`src/rtl/fetch_pkg.sv`:
```
`default_nettype none
// ------------------------------------------------------------------
// fetch_pkg : widths, constants and queue entry type for fetch (rev 1.0)
// ------------------------------------------------------------------
package fetch_pkg;

  localparam int              XLEN      = 32;
  localparam int              DEPTH     = 2;
  localparam logic [31:0]     NOP_INSTR = 32'h0000_0013;
  localparam logic [XLEN-1:0] RESET_PC  = '0;

  typedef struct packed {
    logic [XLEN-1:0] pc;
    logic [31:0]     instr;
  } fq_entry_t;

endpackage
`default_nettype wire

```
`src/rtl/fetch_unit_if.sv`:
```
`default_nettype none
// ------------------------------------------------------------------
// fetch_unit_if : instruction-memory request/response bus (rev 1.0)
// ------------------------------------------------------------------
interface fetch_unit_if #(
  parameter int XLEN = 32
);
  logic            imem_req;
  logic [XLEN-1:0] imem_addr;
  logic            imem_ready;
  logic            imem_rvalid;
  logic [31:0]     imem_rdata;

  modport master (
    output imem_req, imem_addr,
    input  imem_ready, imem_rvalid, imem_rdata
  );

  modport slave (
    input  imem_req, imem_addr,
    output imem_ready, imem_rvalid, imem_rdata
  );
endinterface
`default_nettype wire

```
`src/rtl/fetch_queue.sv`:
```
`default_nettype none
// ------------------------------------------------------------------
// fetch_queue : 2-entry synchronous FIFO of {pc, instr} (rev 1.0)
// ------------------------------------------------------------------
module fetch_queue
  import fetch_pkg::*;
(
  input  logic      clk,
  input  logic      rst_n,
  input  logic      push,
  input  logic      pop,
  input  logic      flush,
  input  fq_entry_t push_data,
  output fq_entry_t head,
  output logic [1:0] count
);

  // Single-bit pointers: the queue depth is fixed at two entries.
  fq_entry_t slots [DEPTH];
  logic      rd_ptr;
  logic      wr_ptr;
  logic      full;
  logic      do_pop;
  logic      do_push;

  assign full    = (count == 2'(DEPTH));
  assign do_pop  = pop && (count != 2'd0);
  assign do_push = push && (!full || do_pop);
  assign head    = slots[rd_ptr];

  always_ff @(posedge clk) begin
    if (!rst_n || flush) begin
      rd_ptr <= 1'b0;
      wr_ptr <= 1'b0;
      count  <= 2'd0;
    end else begin
      assert (!(push && full && !do_pop));
      if (do_push) wr_ptr <= ~wr_ptr;
      if (do_pop)  rd_ptr <= ~rd_ptr;
      count <= count + 2'(do_push) - 2'(do_pop);
    end
  end

  always_ff @(posedge clk) begin
    if (do_push) slots[wr_ptr] <= push_data;
  end

endmodule
`default_nettype wire

```
`src/rtl/fetch_unit.sv`:
```
`default_nettype none
// ------------------------------------------------------------------
// fetch_unit : PC, in-order imem requests (<=2 in flight), IF/ID queue (rev 1.0)
// ------------------------------------------------------------------
module fetch_unit #(
  parameter logic [fetch_pkg::XLEN-1:0] RESET_PC = fetch_pkg::RESET_PC
) (
  input  logic                      clk,
  input  logic                      rst_n,
  input  logic                      pc_stall,
  input  logic                      id_stall,
  input  logic                      redirect_valid,
  input  logic [fetch_pkg::XLEN-1:0] redirect_pc,
  fetch_unit_if.master              imem,
  output logic                      if_valid,
  output logic [31:0]               if_instr,
  output logic [fetch_pkg::XLEN-1:0] if_pc
);
  import fetch_pkg::*;

  logic [XLEN-1:0] pc;
  logic [1:0]      outstanding;
  logic [1:0]      discard;
  logic [XLEN-1:0] req_pc [2];
  logic [1:0]      q_count;
  fq_entry_t       q_head;
  fq_entry_t       q_push_data;
  logic            pop;
  logic            rsp;
  logic            take;
  logic            accept;
  logic [2:0]      credit;
  logic [1:0]      slot;
  logic            unused_low_bits;

  assign unused_low_bits = ^redirect_pc[1:0];

  assign rsp      = imem.imem_rvalid;
  assign take     = rsp && (discard == 2'd0);
  assign if_valid = (q_count != 2'd0);
  assign pop      = if_valid && !id_stall;

  // Queue slots + in-flight + to-be-dropped never exceed DEPTH, so this cannot underflow.
  assign credit = 3'(DEPTH) + 3'(pop) - 3'(q_count) - 3'(outstanding) - 3'(discard);

  assign imem.imem_req  = rst_n && !pc_stall && !redirect_valid && (credit != 3'd0);
  assign imem.imem_addr = pc;
  assign accept         = imem.imem_req && imem.imem_ready;

  assign q_push_data = '{pc: req_pc[0], instr: imem.imem_rdata};
  assign if_instr    = if_valid ? q_head.instr : NOP_INSTR;
  assign if_pc       = if_valid ? q_head.pc : '0;

  fetch_queue u_queue (
    .clk       (clk),
    .rst_n     (rst_n),
    .push      (take),
    .pop       (pop),
    .flush     (redirect_valid),
    .push_data (q_push_data),
    .head      (q_head),
    .count     (q_count)
  );

  always_ff @(posedge clk) begin
    if (!rst_n) begin
      pc          <= RESET_PC;
      outstanding <= 2'd0;
      discard     <= 2'd0;
    end else if (redirect_valid) begin
      pc          <= {redirect_pc[XLEN-1:2], 2'b00};
      outstanding <= 2'd0;
      // Everything still in flight (old discards included) must be dropped on return.
      discard     <= discard + outstanding - 2'(rsp);
    end else begin
      if (accept) pc <= pc + XLEN'(4);
      outstanding <= outstanding + 2'(accept) - 2'(take);
      if (rsp && !take) discard <= discard - 2'd1;
    end
  end

  // Request-PC shadow, oldest at [0]; a new PC lands behind the survivors.
  assign slot = outstanding - 2'(take);

  always_ff @(posedge clk) begin
    if (take)   req_pc[0] <= req_pc[1];
    if (accept) req_pc[slot[0]] <= pc;
  end

endmodule
`default_nettype wire
```
`src/flat_wrapper.sv`:
```
// flat-port wrapper written by rule: the top's interface ports become plain ports
module fetch_unit_flat import fetch_pkg::*;
#(
  parameter logic [fetch_pkg::XLEN-1:0] RESET_PC = fetch_pkg::RESET_PC
)
  (clk, rst_n, pc_stall, id_stall, redirect_valid, redirect_pc, if_valid, if_instr, if_pc, imem_imem_req, imem_imem_addr, imem_imem_ready, imem_imem_rvalid, imem_imem_rdata);
  fetch_unit_if imem_i ();
  input  logic clk;
  input  logic rst_n;
  input  logic pc_stall;
  input  logic id_stall;
  input  logic redirect_valid;
  input  logic [fetch_pkg::XLEN-1:0] redirect_pc;
  output logic if_valid;
  output logic [31:0] if_instr;
  output logic [fetch_pkg::XLEN-1:0] if_pc;
  output wire logic [$bits(imem_i.imem_req)-1:0] imem_imem_req;
  output wire logic [$bits(imem_i.imem_addr)-1:0] imem_imem_addr;
  input wire logic [$bits(imem_i.imem_ready)-1:0] imem_imem_ready;
  input wire logic [$bits(imem_i.imem_rvalid)-1:0] imem_imem_rvalid;
  input wire logic [$bits(imem_i.imem_rdata)-1:0] imem_imem_rdata;
  assign imem_imem_req = imem_i.imem_req;
  assign imem_imem_addr = imem_i.imem_addr;
  assign imem_i.imem_ready = imem_imem_ready;
  assign imem_i.imem_rvalid = imem_imem_rvalid;
  assign imem_i.imem_rdata = imem_imem_rdata;
  fetch_unit #(.RESET_PC(RESET_PC)) u_core (.clk(clk), .rst_n(rst_n), .pc_stall(pc_stall), .id_stall(id_stall), .redirect_valid(redirect_valid), .redirect_pc(redirect_pc), .imem(imem_i), .if_valid(if_valid), .if_instr(if_instr), .if_pc(if_pc));
endmodule
```
`config.mk`:
```
export PLATFORM = sky130hd
export DESIGN_NAME = fetch_unit_flat
export DESIGN_NICKNAME = d
export VERILOG_FILES = /design/src/rtl/fetch_pkg.sv /design/src/rtl/fetch_unit_if.sv /design/src/rtl/fetch_queue.sv /design/src/rtl/fetch_unit.sv /design/src/flat_wrapper.sv
export SDC_FILE = /design/constraint.sdc
export NUM_CORES = 1
export LEC_CHECK = 0
export ABC_AREA = 1
export BUFFER_PORTS_ARGS = -buffer_cell sky130_fd_sc_hd__buf_4
export CAP_MARGIN = 25
export CORE_UTILIZATION = 30
export CTS_CLUSTER_DIAMETER = 40
export CTS_CLUSTER_SIZE = 14
export DETAILED_ROUTE_END_ITERATION = 16
export GPL_TIMING_DRIVEN = 1
export PLACE_DENSITY_LB_ADDON = 0.25
export SETUP_SLACK_MARGIN = 0.1
export SLEW_MARGIN = 5
export SYNTH_ARGS = -nofsm -noshare
export SYNTH_HDL_FRONTEND = slang
export SYNTH_SLANG_ARGS = --single-unit
```
`constraint.sdc`:
```
create_clock -name clk -period 9.9 [get_ports clk]
set_input_delay 0.99 -clock clk [delete_from_list [all_inputs] [get_ports clk]]
set_output_delay 0.99 -clock clk [all_outputs]
set_load 0.01 [all_outputs]
```
# After elaboration in Yosys (flattened, before gate mapping)

Memories as Yosys holds them, arrays and structs flattened. A register that Yosys moved wholly into a read port is not among the register bits.
Cells that the tools add are included.

Reductions and logical operators: 23
Eq/ne operators: 1
Multiplexer cells: 14
Add/subtract/negate cells: 13
Bitwise operators: 3

Operators with widths:

| kind                  | number |
|---|---|
| $mux 32               | 4 |
| $add 32x3->32 const B | 1 |
| $logic_and 1x1->1     | 9 |
| $sub 3x2->3           | 3 |
| $mux 1                | 8 |
| $logic_not 1->1       | 6 |
| $reduce_bool 2->1     | 3 |
| $sub 2x1->2           | 3 |
| $add 2x1->2           | 2 |
| $mux 2                | 2 |
| $add 2x1->3 const A   | 1 |
| $not 1->1             | 3 |
| $reduce_bool 3->1     | 1 |
| $add 2x2->2           | 1 |
| $eq 2x2->1 const B    | 1 |
| $logic_not 2->1       | 1 |
| $logic_or 1x1->1      | 2 |
| $reduce_or 2->1       | 1 |
| $sub 2x1->2 const B   | 1 |
| $sub 1x1->1           | 1 |

Flip-flop bits (word level): 40
Memory bits (writable): 192
Bits of input ports: 71
Output and inout bits: 98
Memories kept: 2
Word-level logic and storage cells: 63

Memories:

| name                 | words | bits a word | rd ports | clocked after memory_dff | write ports | line              | source |
|---|---|---|---|---|---|---|---|
| u_core.u_queue.slots | 2     | 64          | 1        | 1                        | 1           | fetch_queue.sv:19 | `fq_entry_t slots [DEPTH];` |
| u_core.req_pc        | 2     | 32          | 2        | 0                        | 2           | fetch_unit.sv:24  | `logic [XLEN-1:0] req_pc [2];` |

# Logic depth before layout (Yosys ltp)

Gate-level depths: netlist (run 1).

Depth in word-level cells: 11
Gate-level depth with buffers: 15
Depth with buffers taken out: 14

# Modules after synthesis

A second synthesis (run 1) with hierarchy kept.

Cell total of the unflattened synthesis: 1001
Area, all modules: 10612.7 µm²

By module, submodules not included:

| module      | cells an instance | area an instance (µm²) | instances | sequential area each (µm²) |
|---|---|---|---|---|
| fetch_unit  | 768               | 5450.2                 | 1         | 2482.4 |
| fetch_queue | 233               | 5162.5                 | 1         | 3943.8 |

# Worst setup path after synthesis (run 1)

Ideal clock, no wire load.

Path type: input port to flip-flop
From: in imem_imem_rvalid
To: mem u_core.u_queue.slots[1][0] in the netlist's numbering, enable pin
Library setup time: 483 ps
Arrival time: 3942 ps
Path slack: 5474 ps
Buffers on the path: 0
Required time: 9417 ps
Stages: 4
Cell sequence: nand2_1 > a31oi_1 > inv_1 > nor2_1

Longest elaborated chain between the ends: 4

RTL lines:

| element                      | line               | source |
|---|---|---|
| start: declaration           | flat_wrapper.sv:20 | `input wire logic [$bits(imem_i.imem_rvalid)-1:0] imem_imem_rvalid;` |
| $logic_and 1x1->1            | fetch_unit.sv:39   | `assign take = rsp && (discard == 2'd0);` |
| $logic_and 1x1->1            | fetch_queue.sv:28  | `assign do_push = push && (!full \|\| do_pop);` |
| $mux 1                       | fetch_queue.sv:45  | `if (do_push) slots[wr_ptr] <= push_data;` |
| $mux 1 (not written as such) | fetch_queue.sv:45  |  |
| end: declaration             | fetch_queue.sv:19  |  |

Every way passes these cells.

# Worst setup path after layout (run 1)

From: reg u_core.u_queue.count[1]
To: out imem_imem_req

Longest elaborated chain between the ends: 8

RTL lines:

| element                      | line               | source |
|---|---|---|
| start: declaration           | fetch_queue.sv:15  | `output logic [1:0] count` |
| start signal: assignment     | fetch_queue.sv:40  | `count <= count + 2'(do_push) - 2'(do_pop);` |
| $reduce_bool 2->1            | fetch_unit.sv:40   | `assign if_valid = (q_count != 2'd0);` |
| $logic_and 1x1->1            | fetch_unit.sv:41   | `assign pop = if_valid && !id_stall;` |
| $add 2x1->3                  | fetch_unit.sv:44   | `assign credit = 3'(DEPTH) + 3'(pop) - 3'(q_count) - 3'(outstanding) - 3'(discard);` |
| $sub 3x2->3 (*) (3 in a row) | fetch_unit.sv:44   |  |
| $reduce_bool 3->1 (*)        | fetch_unit.sv:46   | `assign imem.imem_req = rst_n && !pc_stall && !redirect_valid && (credit != 3'd0);` |
| $logic_and 1x1->1 (*)        | fetch_unit.sv:46   |  |
| end: declaration             | flat_wrapper.sv:17 | `output wire logic [$bits(imem_i.imem_req)-1:0] imem_imem_req;` |

Every way passes the cells marked *; elsewhere a longest branch is shown, timed or not.

==> results of run 1 <==
worst max path at each step:
stage                     cells past startpoint                              endpoint  slack [ns]                          startpoint
after floorplan                               4  u_core.u_queue.slots[1][0]$_DFFE_PP_        5.47                    imem_imem_rvalid
after global placement                       12        u_core.req_pc[0][27]$_DFFE_PP_        5.94  u_core.u_queue.count[1]$_SDFF_PP0_
after detailed placement                     12        u_core.req_pc[0][26]$_DFFE_PP_        5.92  u_core.u_queue.count[1]$_SDFF_PP0_
after CTS                                    10                         imem_imem_req        5.87  u_core.u_queue.count[1]$_SDFF_PP0_
after global routing                         12        u_core.req_pc[0][22]$_DFFE_PP_        5.59  u_core.u_queue.count[1]$_SDFF_PP0_
final                                        10                         imem_imem_req        5.95  u_core.u_queue.count[1]$_SDFF_PP0_
per-layer routing:
| metal | global-route usage (%) | wire (µm) | up-vias |
|---|---|---|---|
| met1 | 19.34 | 11040 | 3157 |
| met5 | 0 | 0 | - |
| met4 | 4.235 | 483 | 0 |
| met2 | 22.43 | 10460 | 170 |
| met3 | 2.848 | 1200 | 35 |
| li1 | - | - | 3592 |
registers in the layout, summed over array words and instances (netlist names), named ones only:
| signal | count |
|---|---|
| u_core.discard | 2 |
| u_core.imem.imem_addr | 30 |
| u_core.outstanding | 2 |
| u_core.req_pc | 60 |
| u_core.u_queue.count | 2 |
| u_core.u_queue.rd_ptr | 1 |
| u_core.u_queue.slots | 124 |
| u_core.u_queue.wr_ptr | 1 |
cell type report:
cell class / count / area [µm²] / share of cell area (%)
sequential: 223 / 6307 / 50.16
multi-input combinational: 644 / 2954 / 23.49
timing repair buffer: 169 / 1269 / 10.09
clock buffer: 41 / 983.4 / 7.821
tap: 402 / 503.0 / 4.000
clock inverter: 27 / 294.0 / 2.338
inverter: 70 / 264.0 / 2.099
power by group through the flow:
stage / clock, µW / combinational (µW) / sequential, µW
floorplan: 0 / 144 / 1140
global placement: 0 / 252 / 1140
detailed placement: 0 / 256 / 1140
CTS: 1340 / 257 / 1130
global route: 1380 / 283 / 1130
finish: 1300 / 251 / 1130
synth_stat cells (4+ instances only):
| library cell | number | area (µm²) |
|---|---|---|
| buf_2 | 6 | 30.03 |
| o21ai_0 | 30 | 150.1 |
| ha_1 | 11 | 137.6 |
| nor2_1 | 70 | 262.8 |
| buf_4 | 7 | 52.55 |
| xnor2_1 | 7 | 61.31 |
| nand2_1 | 355 | 1333 |
| clkbuf_1 | 25 | 93.84 |
| o21ai_2 | 7 | 61.31 |
| edfxtp_1 | 184 | 5525 |
| inv_1 | 66 | 247.7 |
| xor2_1 | 6 | 52.55 |
| nand3_1 | 51 | 255.2 |
| o21ai_1 | 4 | 20.02 |
| nor2_2 | 5 | 31.28 |
| dfxtp_1 | 39 | 780.8 |
| a21oi_1 | 77 | 385.4 |
kinds of logic (layout without fill, tap and decap cells):
kind of cell	count (synthesis)	in the layout
xor+xnor	13	13
other cells	1	4
compound gates	121	121
simple gates	493	493
fa+ha+maj	13	13
flops	223	223
buf+inv	114	307
per-stage QoR:
stage / std cells / utilization (%) / setup slack (ns)
final: 1576 / 39.65 / 5.951
after global routing: 1576 / 39.65 / 5.595
after CTS: 1576 / 39.65 / 5.867
after detailed placement: 1508 / 35.62 / 5.919
after global placement: 1508 / 35.62 / 5.942
after floorplan: 981 / - / 5.474
worst reg2reg max path, delay by kind of cell, from the launching register on:
| family | cells | cell delay [ns] |
|---|---|---|
| buffers and inverters | 3 | 1.26 |
| AND/OR/NAND/NOR | 7 | 1.19 |
| adder cells (fa/ha/maj) | 2 | 0.72 |
| flip-flops | 1 | 0.37 |
==> impl_metrics.csv, run 1 <==
group,metric,value,unit
outcome,outcome,"completed",
yosys,ys_seq_area_share,64.95,%
sta,finalWorstPathRequiredPeriod,3.949,ns
yosys,synthAdderAreaFrac,1.830,%
sta,hold_slack,0.4415,ns
finish,post-route-cell-area,0.01257,mm²
global_routing,grt_use_total,14.10,%
yosys,synth_top_family_by_area,"simple AND/OR/NAND/NOR gates",
clock_tree,htree_levels,2,
yosys,ys_async_sr_fraction,0,%
finish,insertedDiodeCount,0,
clock_tree,cts_hold_buf,0,
clock_tree,clk_pin_slew_worst_paths,0.06,ns
setup_path,cp-start-kind,"flip-flop",
routing,wl,23180,µm
placed_design,dpl_cell_area,0.01130,mm²
yosys,ys_ff_latch,223,
routing,ant_nets,0,
yosys,synth_ff_type,"edfxtp_1",
clock_tree,clk_latency,0.51,ns
global_routing,grt_pass1_wl,36430,µm
floorplan,die_h,181.9,µm
sta,finalHoldViolations,0,
finish,final_cell_mix,"355 x nand2_1, 184 x edfxtp_1, 169 x buf_4, 77 x a21oi_1",
placed_design,dp.final_hpwl,15500,µm
setup_path,worstSetupEndpointType,"output port",
hold_path,holdCritPathClass,"flip-flop to flip-flop",
pwr,power_frac_comb,9.4,%
pwr,power_switching,653.8,µW
pwr,p_leak,0.005030,µW
clock_tree,tritoncts,"done",
setup_path,timing.rr.start,"u_core.u_queue.count[1]$_SDFF_PP0_",
finish,area_delta_synth_final,29.51,%
yosys,synth_area,0.009709,mm²
placed_design,port_buffers,162,
setup_path,cp_slowest_cell,"buf_4",
hold_path,min-delay-start,"u_core.req_pc[0][9]$_DFFE_PP_",
setup_path,reg2regPathDepth,12,
clock_tree,clk_path_buf_depth,3,
global_routing,grt-ovfl-total,0,
routing,firstDrtPassIters,4,
yosys,synth_xor_area_share,1.173,%
placed_design,place_congestion,0.8094,
pwr,power.total,2680,µW
flow_run,maxCapViolations,0,
setup_path,crit_family,"buffers and inverters",
finish,nFillCells,3129,
setup_path,crit_type,"flip-flop to output port",
global_routing,antenna_found_initial,0,
setup_path,r2r-end,"u_core.req_pc[0][18]$_DFFE_PP_",
pwr,power_density,213.2,mW/mm²
clock_tree,cts_made_buffers,37,
floorplan,initial_utilization,30.61,%
finish,drive_gt1_share,22.23,%
yosys,yosysWarnings,0,
clock_tree,cts_root_buffer,"clkbuf_16",
yosys,yosys-mux-area-fraction,0,%
pwr,ir_drop,0.09021,mV
pwr,power_frac_seq,42.0,%
global_routing,first_global_vias,6608,
setup_path,cp_slowest_stage_delay,0.59,ns
yosys,yosys.area_share.simple,20.44,%
sta,fmax,253.2,MHz
sta,period_share,39.89,%
setup_path,crit_chain,"nor2_4, buf_4, nor2_1, fa_1, ha_1, nor2_1, nand3_1, nand2_1, inv_1, buf_4",
floorplan,dieArea,0.03309,mm²
sta,worst_pin_slew,0.9386,ns
routing,drt_iter0_markers,366,
routing,vias,6954,
pwr,p_int,2027,µW
yosys,syn_inst,978,
routing,route.detailed.drc,0,
routing,avgViaCountPerCell,4.412,
routing,post_drt_wl_per_cell,14.71,µm
hold_path,hold_depth,0,
sta,slew_headroom,37.28,%
sta,setup_viol,0,
setup_path,crit_required,8.91,ns
setup_path,reg2reg_setup_slack,6.01,ns
yosys,synth-compound-area-share,6.572,%
clock_tree,post_cts_buffers,0,
sta,setup-tns-final,0,ns
floorplan,coreArea,0.03172,mm²
floorplan,row_count,65,
sta,rsz0062_at_grt,"no",
floorplan,dieWidth,181.9,µm
yosys,synth_area_per_cell,9.928,µm²
yosys,synth_edf_count,184,
sta,skew,0.02349,ns
clock_tree,clock_sinks,223,
yosys,synth_cell_types,33,
global_routing,grt_max_degree,64,
sta,drv_slew,0,
finish,final_common_cell,"nand2_1",
floorplan,pin_count,169,
pwr,p_sw_share,24.39,%
hold_path,min_to,"u_core.u_queue.slots[0][41]$_DFFE_PP_",
finish,layout.nets,1229,
setup_path,critPathBufInv,3,
clock_tree,cts_resized,0,
setup_path,path_max_fanout,62,
setup_path,cp.arrival,2.96,ns
pwr,clkPwrFrac,48.7,%
No activity file was read; power rests on OpenSTA's default activity.
==> inputs of run 2 (changes only) <==
==> constraint.sdc (replaced) <==
create_clock -name clk -period 3.8 [get_ports clk]
set_input_delay 0.38 -clock clk [delete_from_list [all_inputs] [get_ports clk]]
set_output_delay 0.38 -clock clk [all_outputs]
set_load 0.01 [all_outputs]
==> run 2 against run 1 <==
  * Clock skew shrank 0.013 ns
  * Clock-buffer cell count is 2 higher
  * Via count down 0.37%
  * Clock power grew to 2.7 times the previous value
  * Worst setup slack got worse by 5.3 ns
  * First-iteration DRC count up 5.2%
  * Largest power group unchanged
==> impl_metrics.csv, run 2 (same netlist as run 1, synthesis figures left out) <==
group,metric,value,unit
global_routing,grt_pass1_wl,36460,µm
setup_path,cp-start-kind,"flip-flop",
clock_tree,clock_sinks,223,
flow_run,maxCapViolations,0,
setup_path,reg2reg_setup_slack,0.65,ns
floorplan,initial_utilization,30.61,%
hold_path,hold_depth,1,
global_routing,grt_use_total,14.08,%
finish,largest_reg_flops,124,
sta,worst_pin_slew,0.9096,ns
pwr,ir_drop,0.2085,mV
sta,finalWorstPathRequiredPeriod,3.151,ns
setup_path,crit_type,"flip-flop to flip-flop",
global_routing,first_global_vias,6728,
global_routing,antenna_found_initial,0,
finish,nFillCells,3077,
pwr,p_leak,0.005089,µW
setup_path,path_max_fanout,27,
routing,ant_nets,0,
clock_tree,cts_root_buffer,"clkbuf_16",
pwr,power_density,563.3,mW/mm²
floorplan,dieArea,0.03309,mm²
hold_path,holdCritPathClass,"input port to flip-flop",
finish,final_cell_mix,"355 x nand2_1, 184 x edfxtp_1, 173 x buf_4, 77 x a21oi_1",
finish,layout.nets,1234,
finish,final_common_cell,"nand2_1",
sta,setup-tns-final,0,ns
finish,area_delta_synth_final,30.63,%
routing,firstDrtPassIters,6,
floorplan,die_h,181.9,µm
routing,route.detailed.drc,0,
clock_tree,clk_path_buf_depth,3,
clock_tree,post_cts_buffers,0,
finish,insertedDiodeCount,0,
placed_design,port_buffers,162,
finish,largest-register,"u_core.u_queue.slots",
routing,wl,22910,µm
sta,rsz0062_at_grt,"no",
setup_path,cp.arrival,3.59,ns
sta,finalHoldViolations,0,
outcome,outcome,"completed",
pwr,power.total,7145,µW
floorplan,pin_count,169,
placed_design,place_congestion,0.8309,
sta,slew_headroom,39.36,%
clock_tree,clk_latency,0.51,ns
clock_tree,cts_hold_buf,0,
clock_tree,clk_pin_slew_worst_paths,0.06,ns
global_routing,grt_max_degree,64,
clock_tree,cts_resized,0,
setup_path,crit_required,4.24,ns
global_routing,grt-ovfl-total,0,
routing,vias,6928,
sta,drv_slew,0,
routing,drt_iter0_markers,385,
sta,hold_slack,0.05926,ns
sta,fmax,317.4,MHz
routing,post_drt_wl_per_cell,14.48,µm
floorplan,row_count,65,
clock_tree,tritoncts,"done",
setup_path,worstSetupEndpointType,"flip-flop",
finish,drive_gt1_share,22.71,%
routing,avgViaCountPerCell,4.379,
setup_path,reg2regPathDepth,11,
placed_design,dp.final_hpwl,15620,µm
floorplan,coreArea,0.03172,mm²
sta,period_share,82.92,%
clock_tree,htree_levels,2,
sta,setup_viol,0,
sta,skew,0.01093,ns
floorplan,dieWidth,181.9,µm
clock_tree,cts_made_buffers,38,
==> run 2: cell count changes in the layout (fill, tap and decap cells not counted), sizes merged <==
cell,change
buf,+4
clkbuf,+2
bufinv,+1
clkinv,-1
clkinvlp,-1
inv,+1
==> run 2: path summary, 6_finish.rpt <==
kind,from,to
worst max register to register,u_core.u_queue.count[1]$_SDFF_PP0_,u_core.imem.imem_addr[12]$_SDFFE_PN0P_
worst min register to register,u_core.req_pc[0][16]$_DFFE_PP_,u_core.u_queue.slots[1][48]$_DFFE_PP_
worst max-delay path,u_core.u_queue.count[1]$_SDFF_PP0_,u_core.imem.imem_addr[12]$_SDFFE_PN0P_
worst min-delay path,imem_imem_rdata[24],u_core.u_queue.slots[0][24]$_DFFE_PP_
==> run 2: where the power goes <==
| part | leakage (µW) | internal (µW) | switching [µW] |
|---|---|---|---|
| Combinational | 0.00239 | 258 | 398 |
| Sequential | 0.00204 | 2850 | 83.8 |
| Clock | 0.000659 | 2340 | 1220 |
==> run 2: cell type report <==
cell class                      instances  area (µm²)  share of cell area (%)
Clock buffer                           43        1033                   8.148
Clock inverter                         27       322.8                   2.545
Inverter                               70       264.0                   2.081
Multi-Input combinational cell        644        2954                   23.29
Sequential cell                       223        6307                   49.73
Tap cell                              402       503.0                   3.966
Timing Repair Buffer                  173        1299                   10.24
==> run 2: metrics by stage <==
stage	cell area, µm²	std cells	util (%)	setup WS (ns)
6_report	12680	1582	39.99	0.6491
3_3_place_gp	11330	1512	35.71	0.6945
3_5_place_dp	11330	1512	35.71	0.6619
2_1_floorplan	9726	981	-	0.1375
5_1_grt	12680	1582	39.99	0.3943
4_1_cts	12680	1582	39.99	0.6356
==> run 2: per-layer routing <==
metal / GRT usage (%) / part of all wire, % / up-vias / routed length [µm]
met5: 0 / 0 / - / 0
met4: 4.941 / 2.4 / 0 / 544
met3: 2.928 / 5.4 / 41 / 1228
met2: 22.54 / 45 / 179 / 10270
met1: 18.89 / 47 / 3111 / 10870
li1: - / - / 3597 / -
==> run 2: critical path, cell delays in order (launching register included) <==
cell	delay [ns]
dfxtp_1	0.37
fa_1	0.56
inv_1	0.04
ha_1	0.28
ha_1	0.29
nor2_1	0.10
nand3_1	0.14
nand3_4	0.29
nand2_1	0.41
inv_2	0.35
nand2_1	0.09
a21oi_1	0.14
==> inputs of run 3 (changes only) <==
==> constraint.sdc (replaced) <==
create_clock -name clk -period 3.1 [get_ports clk]
set_input_delay 0.31 -clock clk [delete_from_list [all_inputs] [get_ports clk]]
set_output_delay 0.31 -clock clk [all_outputs]
set_load 0.01 [all_outputs]
==> run 3 against run 2 <==
  * Non-clock buffer count increased by 36
  * Clock skew increased by 0.0017 ns
  * Total power increased by 19%
  * Global-route usage increased by 0.40 points
  * Critical path depth decreased by 2
  * Final cell count increased by 1.9%
  * Sequential share of layout area decreased by 1.1 points
  * Core utilization increased by 0.95 points
  * Critical endpoint is now imem_imem_req
  * Largest cell class unchanged
  * Highest routed layer unchanged
==> impl_metrics.csv, run 3 (same netlist as run 1, synthesis figures left out) <==
group,metric,value,unit
finish,drive_gt1_share,22.31,%
pwr,p_leak,0.005201,µW
global_routing,grt-ovfl-total,0,
global_routing,grt_pass1_wl,37490,µm
finish,final_common_cell,"nand2_1",
placed_design,place_congestion,0.7996,
sta,setup-tns-final,0,ns
clock_tree,cts_root_buffer,"clkbuf_16",
floorplan,pin_count,169,
placed_design,dp.final_hpwl,15820,µm
floorplan,row_count,65,
clock_tree,clk_latency,0.50,ns
setup_path,crit_family,"adder cells",
sta,rsz0062_at_grt,"no",
floorplan,dieWidth,181.9,µm
setup_path,crit_chain,"fa_1, inv_1, ha_1, ha_1, nor2_1, nand3_1, nand2_1, inv_1, buf_4",
global_routing,antenna_found_initial,0,
setup_path,cp-start-kind,"flip-flop",
hold_path,min-delay-start,"redirect_pc[24]",
pwr,power_frac_comb,10.2,%
pwr,power_density,652.7,mW/mm²
setup_path,crit_required,2.79,ns
sta,finalWorstPathRequiredPeriod,2.819,ns
routing,wl,23290,µm
sta,drv_slew,0,
routing,avgViaCountPerCell,4.340,
floorplan,initial_utilization,30.61,%
finish,largest_reg_flops,124,
sta,skew,0.01259,ns
clock_tree,clock_sinks,223,
routing,vias,6996,
setup_path,worstSetupStartpoint,"u_core.u_queue.count[1]$_SDFF_PP0_",
hold_path,holdCritPathClass,"input port to flip-flop",
setup_path,crit_type,"flip-flop to output port",
sta,period_share,90.93,%
setup_path,timing.rr.start,"u_core.u_queue.count[1]$_SDFF_PP0_",
flow_run,maxCapViolations,0,
floorplan,die_h,181.9,µm
sta,fmax,354.8,MHz
pwr,p_int,6416,µW
finish,largest-register,"u_core.u_queue.slots",
sta,setup_viol,0,
placed_design,dpl_cell_area,0.01143,mm²
routing,firstDrtPassIters,4,
clock_tree,post_cts_buffers,0,
pwr,p_sw_share,24.30,%
setup_path,cp_slowest_cell,"fa_1",
global_routing,grt_max_degree,63,
floorplan,dieArea,0.03309,mm²
clock_tree,htree_levels,2,
pwr,power_switching,2059,µW
pwr,power_frac_seq,42.4,%
sta,worst_pin_slew,0.7433,ns
setup_path,path_max_fanout,4,
clock_tree,clk_path_buf_depth,3,
finish,nFillCells,3125,
floorplan,coreArea,0.03172,mm²
finish,area_delta_synth_final,33.74,%
routing,drt_iter0_markers,294,
clock_tree,cts_made_buffers,36,
finish,layout.nets,1268,
setup_path,cp_slowest_stage_delay,0.55,ns
routing,post_drt_wl_per_cell,14.45,µm
setup_path,cp.arrival,2.51,ns
outcome,outcome,"completed",
finish,post-route-cell-area,0.01299,mm²
global_routing,grt_use_total,14.48,%
setup_path,critPathBufInv,3,
placed_design,port_buffers,162,
finish,final_cell_mix,"354 x nand2_1, 184 x edfxtp_1, 172 x buf_4, 77 x a21oi_1",
setup_path,worstSetupEndpointType,"output port",
pwr,clkPwrFrac,47.5,%
sta,finalHoldViolations,0,
pwr,ir_drop,0.2908,mV
routing,ant_nets,0,
sta,slew_headroom,50.40,%
routing,route.detailed.drc,0,
finish,insertedDiodeCount,0,
global_routing,first_global_vias,6967,
clock_tree,tritoncts,"done",
clock_tree,clk_pin_slew_worst_paths,0.06,ns
==> run 3: cell count changes in the layout (fill, tap and decap cells not counted), sizes merged <==
cell         before  now
clkbuf           43   38
inv              81   80
bufinv            5    4
clkinv            8    9
buf             173  177
dlygate4sd3       0   32
==> run 3: stage by stage <==
step / utilization (%) / hold WS, ns / power, µW / setup slack [ns] / std cells
2_1_floorplan: - / 0.4089 / 4097 / 0.1035 / 981
3_3_place_gp: 36.03 / 0.4264 / 4477 / 0.3248 / 1516
3_5_place_dp: 36.03 / 0.4306 / 4493 / 0.2936 / 1516
4_1_cts: 40.93 / 0.08015 / 8623 / 0.1880 / 1612
5_1_grt: 40.94 / 0.1081 / 8873 / 0.1133 / 1612
6_report: 40.94 / 0.1034 / 8475 / 0.2813 / 1612
==> run 3: power by group through the flow <==
| stage | combinational, µW | clock (µW) | sequential [µW] |
|---|---|---|---|
| after CTS | 881 | 4150 | 3590 |
| after global routing | 976 | 4290 | 3610 |
| after floorplan | 467 | 0 | 3630 |
| after detailed placement | 842 | 0 | 3650 |
| final | 861 | 4020 | 3590 |
| after global placement | 833 | 0 | 3640 |
==> run 3: per-layer routing <==
layer / wire length (µm) / up-vias / track usage (%)
li1: - / 3659 / -
met1: 10700 / 3126 / 19.01
met2: 10660 / 174 / 23.57
met3: 1364 / 37 / 3.269
met4: 573 / 0 / 4.840
met5: 0 / - / 0
==> run 3: worst paths after layout <==
check	end	slack [ns]	cells past startpoint
setup / recovery	imem_imem_req	0.28	9
hold / removal	u_core.imem.imem_addr[24]$_SDFFE_PN0P_	0.10	5
setup reg to reg	u_core.outstanding[1]$_SDFF_PP0_	0.32	12
hold reg to reg	u_core.u_queue.slots[1][38]$_DFFE_PP_	0.43	0
==> run 3: worst min-delay path, cell delays in order <==
cell and delay, ns:
buf_4 0.07, nand2_1 0.04, nand3_1 0.07, nand2_1 0.04
inv_1 0.04
==> run 3: timing repair <==
| action | CTS | global route |
|---|---|---|
| resized for setup | 0 | 1 |
| hold buffers | 32 | 0 |
| endpoints found under the hold margin | 64 | 0 |
| setup endpoints to repair | 0 | 1 |
==> run 3: cell type report <==
class / instances / area [µm²] / share of cell area (%)
flip-flops and latches: 223 / 6309 / 48.58
multi-input cells: 644 / 2962 / 22.81
repair buffers: 209 / 1712 / 13.18
clock buffers: 38 / 929.6 / 7.159
well taps: 402 / 503.0 / 3.874
clock inverters: 26 / 306.5 / 2.361
inverters: 70 / 264.0 / 2.033
